File: config.mk
export PLATFORM = sky130hd
export DESIGN_NAME = spi_master_cfg
export DESIGN_NICKNAME = d
export VERILOG_FILES = /design/src/rtl/spi_master_cfg.sv
export SDC_FILE = /design/constraint.sdc
export NUM_CORES = 1
export LEC_CHECK = 0
export BUFFER_PORTS_ARGS = -buffer_cell sky130_fd_sc_hd__buf_2
export CORE_MARGIN = 4
export CORE_UTILIZATION = 35
export DETAILED_ROUTE_END_ITERATION = 8
export GPL_ROUTABILITY_DRIVEN = 0
export SYNTH_ARGS = -nofsm -noshare
export SYNTH_HDL_FRONTEND = slang
export SYNTH_SLANG_ARGS = --single-unit
File: constraint.sdc
create_clock -name clk -period 3.7 [get_ports clk]
set_input_delay 0.37 -clock clk [delete_from_list [all_inputs] [get_ports clk]]
set_output_delay 0.37 -clock clk [all_outputs]
set_load 0.02 [all_outputs]
File: src/rtl/spi_master_cfg.sv
// Parametrised SPI master with fs/fd level handshake, CPOL/CPHA per transfer, real cs_n.
// Optional internal loopback of mosi into the receive path when SPI_LOOPBACK_EN is defined.
module spi_master_cfg #(
  parameter int unsigned DATA_WIDTH  = 16,
  parameter int unsigned HALF_DIV    = 10,
  parameter int unsigned SYNC_CYCLES = 16
) (
  input  logic                  clk,
  input  logic                  rst_n,
`ifdef SPI_LOOPBACK_EN
  input  logic                  loop,
`endif
  input  logic                  fs,
  output logic                  fd,
  output logic                  busy,
  input  logic [1:0]            mode,
  input  logic [DATA_WIDTH-1:0] txd,
  output logic [DATA_WIDTH-1:0] rxd,
  input  logic                  miso,
  output logic                  cs_n,
  output logic                  sclk,
  output logic                  mosi
);

  // One counter serves both the cs_n setup/hold windows and the per-bit phase.
  localparam int unsigned CntMax = (2 * HALF_DIV > SYNC_CYCLES) ? 2 * HALF_DIV - 1
                                                                 : SYNC_CYCLES - 1;
  localparam int unsigned CntW   = (CntMax > 0) ? $clog2(CntMax + 1) : 1;
  localparam int unsigned BitW   = (DATA_WIDTH > 1) ? $clog2(DATA_WIDTH) : 1;

  localparam logic [CntW-1:0] SyncLast = CntW'(SYNC_CYCLES - 1);
  localparam logic [CntW-1:0] HalfLast = CntW'(HALF_DIV - 1);
  localparam logic [CntW-1:0] HalfMark = CntW'(HALF_DIV);
  localparam logic [CntW-1:0] PhLast   = CntW'(2 * HALF_DIV - 1);
  localparam logic [BitW-1:0] LastBit  = BitW'(DATA_WIDTH - 1);

  typedef enum logic [2:0] {StIdle, StWait, StLead, StShift, StTrail, StDone} state_e;

  state_e                state_q, state_d;
  logic [CntW-1:0]       cnt_q, cnt_d;
  logic [BitW-1:0]       bit_q, bit_d;
  logic [DATA_WIDTH-1:0] tx_q, tx_d;
  logic [DATA_WIDTH-1:0] rx_q, rx_d;
  logic [DATA_WIDTH-1:0] rxd_q, rxd_d;
  logic                  cpol_q, cpol_d;
  logic                  cpha_q, cpha_d;
  logic                  sclk_q, sclk_d;
  logic                  rx_in;

`ifdef SPI_LOOPBACK_EN
  logic loop_q, loop_d;
  assign rx_in = loop_q ? tx_q[DATA_WIDTH-1] : miso;
`else
  assign rx_in = miso;
`endif

  always_comb begin
    state_d = state_q;
    cnt_d   = cnt_q;
    bit_d   = bit_q;
    tx_d    = tx_q;
    rx_d    = rx_q;
    rxd_d   = rxd_q;
    cpol_d  = cpol_q;
    cpha_d  = cpha_q;
`ifdef SPI_LOOPBACK_EN
    loop_d  = loop_q;
`endif
    unique case (state_q)
      StIdle: state_d = StWait;
      StWait: begin
        if (fs) begin
          state_d = StLead;
          cnt_d   = '0;
          bit_d   = '0;
          tx_d    = txd;
          rx_d    = '0;
          cpol_d  = mode[1];
          cpha_d  = mode[0];
`ifdef SPI_LOOPBACK_EN
          loop_d  = loop;
`endif
        end
      end
      StLead: begin
        if (cnt_q == SyncLast) begin
          state_d = StShift;
          cnt_d   = '0;
        end else begin
          cnt_d = cnt_q + 1'b1;
        end
      end
      StShift: begin
        // Sample on the clk edge that moves sclk across the mid-bit point (both CPHA).
        if (cnt_q == HalfLast) rx_d = DATA_WIDTH'({rx_q, rx_in});
        if (cnt_q == PhLast) begin
          cnt_d = '0;
          if (bit_q == LastBit) begin
            state_d = StTrail;
          end else begin
            bit_d = bit_q + 1'b1;
            tx_d  = tx_q << 1;
          end
        end else begin
          cnt_d = cnt_q + 1'b1;
        end
      end
      StTrail: begin
        if (cnt_q == SyncLast) begin
          state_d = StDone;
          cnt_d   = '0;
          rxd_d   = rx_q;
        end else begin
          cnt_d = cnt_q + 1'b1;
        end
      end
      StDone: if (!fs) state_d = StWait;
      default: state_d = StIdle;
    endcase

    // sclk is registered from next-state so it switches on the same edge as cnt.
    case (state_d)
      StIdle, StWait: sclk_d = 1'b0;
      StShift:        sclk_d = cpol_d ^ ((cnt_d >= HalfMark) ^ cpha_d);
      default:        sclk_d = cpol_d;
    endcase
  end

  always_ff @(posedge clk or negedge rst_n) begin
    if (!rst_n) begin
      state_q <= StIdle;
      cnt_q   <= '0;
      bit_q   <= '0;
      tx_q    <= '0;
      rx_q    <= '0;
      rxd_q   <= '0;
      cpol_q  <= 1'b0;
      cpha_q  <= 1'b0;
      sclk_q  <= 1'b0;
`ifdef SPI_LOOPBACK_EN
      loop_q  <= 1'b0;
`endif
    end else begin
      state_q <= state_d;
      cnt_q   <= cnt_d;
      bit_q   <= bit_d;
      tx_q    <= tx_d;
      rx_q    <= rx_d;
      rxd_q   <= rxd_d;
      cpol_q  <= cpol_d;
      cpha_q  <= cpha_d;
      sclk_q  <= sclk_d;
`ifdef SPI_LOOPBACK_EN
      loop_q  <= loop_d;
`endif
    end
  end

  assign busy = (state_q == StLead) || (state_q == StShift) || (state_q == StTrail);
  assign cs_n = ~busy;
  assign fd   = (state_q == StDone);
  assign mosi = busy & tx_q[DATA_WIDTH-1];
  assign rxd  = rxd_q;
  // Before a transfer is latched the idle level follows the live CPOL request.
  assign sclk = (state_q == StWait) ? mode[1] : sclk_q;

endmodule

==> Yosys cells after proc, flatten, opt, wreduce, memory -nomap -nowiden <==
Cells that the tools add are included.
{ "word_totals": {"elab_cells": 69, "output_inout_bits": 21, "input_bits": 22, "regBits": 63} }
{ "classes": {"n_lt_le_gt_ge": 1, "reduce_logical": 10, "n_mux": 28, "n_bitwise": 4, "n_addsub": 2, "n_eq_ne": 15} }
{ "ops": {"columns": ["cell", "n"], "rows": [
  ["$mux W16", 5],
  ["$pmux W16 S2", 2],
  ["$mux W3", 6],
  ["$pmux W3 S6", 1],
  ["$mux W5", 3],
  ["$pmux W5 S3", 1],
  ["$mux W4", 3],
  ["$eq A5 B4 Y1 const B", 2],
  ["$eq A3 B2 Y1 const B", 3],
  ["$ne A2 B2 Y1 const B", 4],
  ["$pmux W4 S2", 1],
  ["$eq A3 B1 Y1 const B", 2],
  ["$eq A3 B3 Y1 const B", 2],
  ["$logic_not A3 Y1", 2],
  ["$add A5 B1 Y5 const B", 1],
  ["$eq A5 B5 Y1 const B", 1],
  ["$ge A5 B4 Y1 const B", 1],
  ["$mux W1", 5],
  ["$add A4 B1 Y4 const B", 1],
  ["$eq A4 B4 Y1 const B", 1],
  ["$reduce_and A4 Y1", 1],
  ["$reduce_or A2 Y1", 2],
  ["$reduce_and A3 Y1", 1],
  ["$logic_or A1 B1 Y1", 2],
  ["other kinds (6)", 7]
]} }

==> Depth between registers and ports, before layout <==
{ "logic_depth": {"ltp_word": 7, "depth_mapped": 9, "depth_no_buf": 9} }

==> Worst setup path after synthesis <==
No wires, ideal clock.
{ "synth_timing": {"path_type": "register -> register", "from": "register cnt_q[0]", "to": "register sclk_q", "required_time_ps": 3620, "period_less_slack_ps": 2136, "path_stages_with_launch": 10, "path_buffers": 0, "t_arrival_ps": 2056, "setup_slack_ps": 1564, "path_cell_list": "dfrtp_1 -> ha_1 -> nand3_1 -> inv_1 -> ha_1 -> o32ai_4 -> a221oi_2 -> o211a_1 -> or2_1 -> o211ai_2"} }
{ "synth_via": {"elab_chain_cells": 7, "elab_cells_between_ends": 19, "cone_classes": "1 x add/sub; 1 x order compare; 4 x eq/ne; 9 x mux; 2 x bitwise; 2 x reduce/logical"} }
{ "synth_rtl": {"columns": ["item", "line_no", "rtl"], "rows": [
  ["start, declared", "40", "logic [CntW-1:0] cnt_q, cnt_d;"],
  ["start signal, assigned", "145", "cnt_q <= cnt_d;"],
  ["$add A5 B1 Y5 (tied with other cells)", "90, 105, 114", null],
  ["$mux W5, on equally long branches", "86, 109, 96", null],
  ["$pmux W5 S3", "69", "unique case (state_q)"],
  ["$ge A5 B4 Y1", "124", "StShift: sclk_d = cpol_d ^ ((cnt_d >= HalfMark) ^ cpha_d);"],
  ["$xor A1 B1 Y1 (2 in series)", "124", null],
  ["$pmux W1 S2 *", "122", "case (state_d)"],
  ["named net sclk_d", "47", "logic sclk_q, sclk_d;"],
  ["end signal, assigned", "152", "sclk_q <= sclk_d;"],
  ["end, declared", "47", null]
]} }
The timed path passes the listed nets; every way through them passes the cells marked *.
A chain may end at the register's enable or synchronous reset.

==> Worst setup path after layout <==
{ "layout_timing": {"from": "register state_q[1]", "to": "register sclk_q"} }
{ "layout_via": {"elab_chain_cells": 7, "elab_cells_between_ends": 25, "cone_classes": "1 x order compare; 7 x eq/ne; 11 x mux; 2 x bitwise; 4 x reduce/logical"} }
{ "layout_rtl": {"columns": ["item", "line_no", "rtl"], "rows": [
  ["start, declared", "39", "state_e state_q, state_d;"],
  ["start signal, assigned", "131", "state_q <= StIdle;"],
  ["start signal, assigned", "144", "state_q <= state_d;"],
  ["$eq A3 B2 Y1 or $eq A3 B3 Y1 (tied branches)", "69", null],
  ["$reduce_or A2 Y1 (no line)", null, null],
  ["$pmux W5 S3", "69", null],
  ["$ge A5 B4 Y1", "124", null],
  ["$xor A1 B1 Y1 (2 in series)", "124", null],
  ["$pmux W1 S2 *", "122", null],
  ["named net sclk_d", "47", null]
]} }
Marks and branches as above.

==> results.yml <==
timing:
  slew_violations: 0
  fmax_mhz: 416.3
  hold_violations: 0
  max-slew-margin-rel_pct: 47.25
  tns_ns: 0
  fin_skew_ns: 0.01107
  worst_slack_ns: 1.298
  worstMarginPinSlew_ns: 0.7913
  rsz0062_at_grt: "no"
  setup_viol: 0
  period_needed_ns: 2.402
  fin_crit_sh_pct: 64.93
clock_network:
  clockRootBuffer: "clkbuf_8"
  clk_pin_slew_worst_paths_ns: 0.08
  cts_tree: "built"
  cts_setup_buffers: 0
  cts_buffers: 9
  cts.path.max_buffers: 2
  ctsResizeCount: 0
  clock_latency_ns: 0.34
  clkSinkCount: 63
  cts_max_level: 3
  postCtsHoldBufs: 0
critical_path:
  cp-start-kind: "register"
  max_stage_delay_ns: 0.67
  reg2reg_depth: 6
  cp-end-kind: "register"
  cp.required_ns: 3.90
  crit_chain: "nand3b_4, o32ai_1, nor2_1, a211oi_1, or2_1, o211ai_2"
  slowest_stage: "dfrtp_1"
  critPathKind: "reg -> reg"
  cp_max_fo: 22
  crit_arrival_ns: 2.61
finish:
  drive_gt1_share_pct: 32.00
  final_core_util_pct: 42.06
  syn_to_final_growth_pct: 15.91
  fin_nets: 323
  diodes: 0
grt:
  grt_usage_pct: 12.46
  antenna_found_initial: 0
  grt_pass1_vias: 1954
  overflow: 0
  grt_pass1_wl_mm: 9.929
  grt_max_degree: 36
logic_synthesis:
  synth-seq-cells: 63
  synth_area_leader_cell: "dfrtp_1"
  yosysSeqAreaShare_pct: 52.35
  ys.flop_type: "dfrtp_1"
  netlist_instances: 254
  synth_most_common_cell: "dfrtp_1"
  yosysTopAreaCellShare_pct: 52.35
  synth-edff-count: 0
  yosys-top-cells-area: "dfrtp_1 52%, mux2_2 7.5%, mux2i_1 5.0%, a22o_1 4.7%, nand2_1 3.2%"
  ys_warn_count: 0
  synth_area_sq_um: 3012
  ys_types: 48
  syn_avg_cell_area_sq_um: 11.86
  synth_nets: 281
  synth-async-reset-ratio_pct: 100.0
  ys_top_cells_by_count: "63 x dfrtp_1, 26 x nand2_1, 20 x mux2_2, 18 x o21ai_0, 16 x a22o_1"
drt:
  drt_iter0_drc: 85
  detail_route.wl_per_cell_um: 14.28
  routed_wl_mm: 5.785
  antenna_left: 0
  firstDrtPassIters: 4
  drc: 0
  vias: 2029
  via_per_inst: 5.010
min_path:
  hp-class: "in -> async"
placed_design:
  io_buffers: 42
  dpl_worst_slack_ns: 1.289
  place_hpwl_mm: 4.035
die:
  die_y_um: 100.8
  pin_count: 43
  chipWidth_um: 100.8
  core_area_sq_um: 8299
  rows: 33
  dieArea_sq_um: 10150
  start_util_pct: 36.29
pwr:
  ir_worst_vdd_mv: 0.2974
  power.total_mw: 2.288
  cellLeakagePower_nw: 1.709
  power_density_nw_per_um2: 655.5
job:
  max-cap-violations: 0
run_status:
  status: "completed"
==> sequential cells by signal, summed over array words and instances (netlist names) <==
name	flops
rx_q	16
rxd	16
tx_q	16
cnt_q	5
bit_q	4
state_q	3
cpha_q	1
cpol_q	1
sclk_q	1
==> power breakdown <==
group	switching, mW	total [mW]	leakage (nW)	internal, mW
clock network	0.263	0.644	0.108	0.381
logic	0.363	0.676	0.762	0.313
registers	0.128	0.968	0.839	0.839
==> per-layer routing <==
layer / global-route usage, % / vias up / wire length [um]
met5: 0 / - / 0
met4: 5.907 / 0 / 108
met3: 2.976 / 12 / 293
met2: 17.32 / 54 / 2507
met1: 18.11 / 973 / 2875
li1: - / 990 / -
==> cells in the final DEF (no fill, tap or decap), types with 2 or more instances in the layout <==
cell type and instances:
or3b_1 2, clkbuf_8 13, nor2b_1 4, a211oi_1 2
nor2_2 2, and2_1 2, nand2_1 26, o21ai_1 6
nand3_1 5, mux2_2 20, nand2b_1 2, buf_4 4
xnor2_1 2, a22o_1 16, dfrtp_1 63, xor2_1 2
a21oi_1 5, nor2_1 6, ha_1 5, and3_1 2
buf_2 42, inv_1 9, nor3b_2 3, o21ai_0 18
mux2i_1 15
==> logic make-up (layout without fill, tap and decap cells) <==
| family | after synthesis | after routing | synth area share, % |
|---|---|---|---|
| multiplexers | 35 | 35 | 12.46 |
| adder cells (fa/ha/maj) | 5 | 5 | 2.077 |
| buffers and inverters | 24 | 70 | 4.819 |
| XOR/XNOR | 4 | 4 | 1.163 |
| AND/OR/NAND/NOR | 63 | 63 | 12.13 |
| flip-flops | 63 | 63 | 52.35 |
| AO/OA/AOI/OAI | 60 | 60 | 15.00 |
==> cell type report <==
| cell class | instances | area, sq um |
|---|---|---|
| clock buffers | 13 | 178.9 |
| fillers | 787 | 4808 |
| flip-flops and latches | 63 | 1577 |
| repair buffers | 46 | 240.2 |
| well taps | 105 | 131.4 |
| clock inverters | 2 | 37.54 |
| inverters | 9 | 33.78 |
| multi-input cells | 167 | 1292 |
==> critical path, delay by kind of cell (launching register included) <==
| kind | cells | cell delay, ns |
|---|---|---|
| AOI/OAI and AO/OA | 3 | 0.88 |
| and+or+nand+nor | 3 | 0.72 |
| DFF | 1 | 0.67 |
==> through the flow <==
step                hold WS, ns  area (sq um)  std cells
floorplan               0.07441          3012        254
global placement         0.4624          3274        390
detailed placement       0.4733          3274        390
CTS                      0.1391          3491        405
global route             0.1851          3491        405
finish                   0.1157          3491        405
==> path summary, 6_finish.rpt <==
kind / startpoint / slack (ns) / end
worst min register to register: tx_q[1] / 0.48 / tx_q[1]
worst max register to register: state_q[1] / 1.30 / sclk_q
worst min-delay path: rst_n / 0.12 / rx_q[4]
max in group asynchronous: rst_n / 2.87 / bit_q[3]
worst max-delay path: state_q[1] / 1.30 / sclk_q
min in group clk: txd[0] / 0.23 / tx_q[0]
Note: power is estimated with default switching activity, not from simulation.
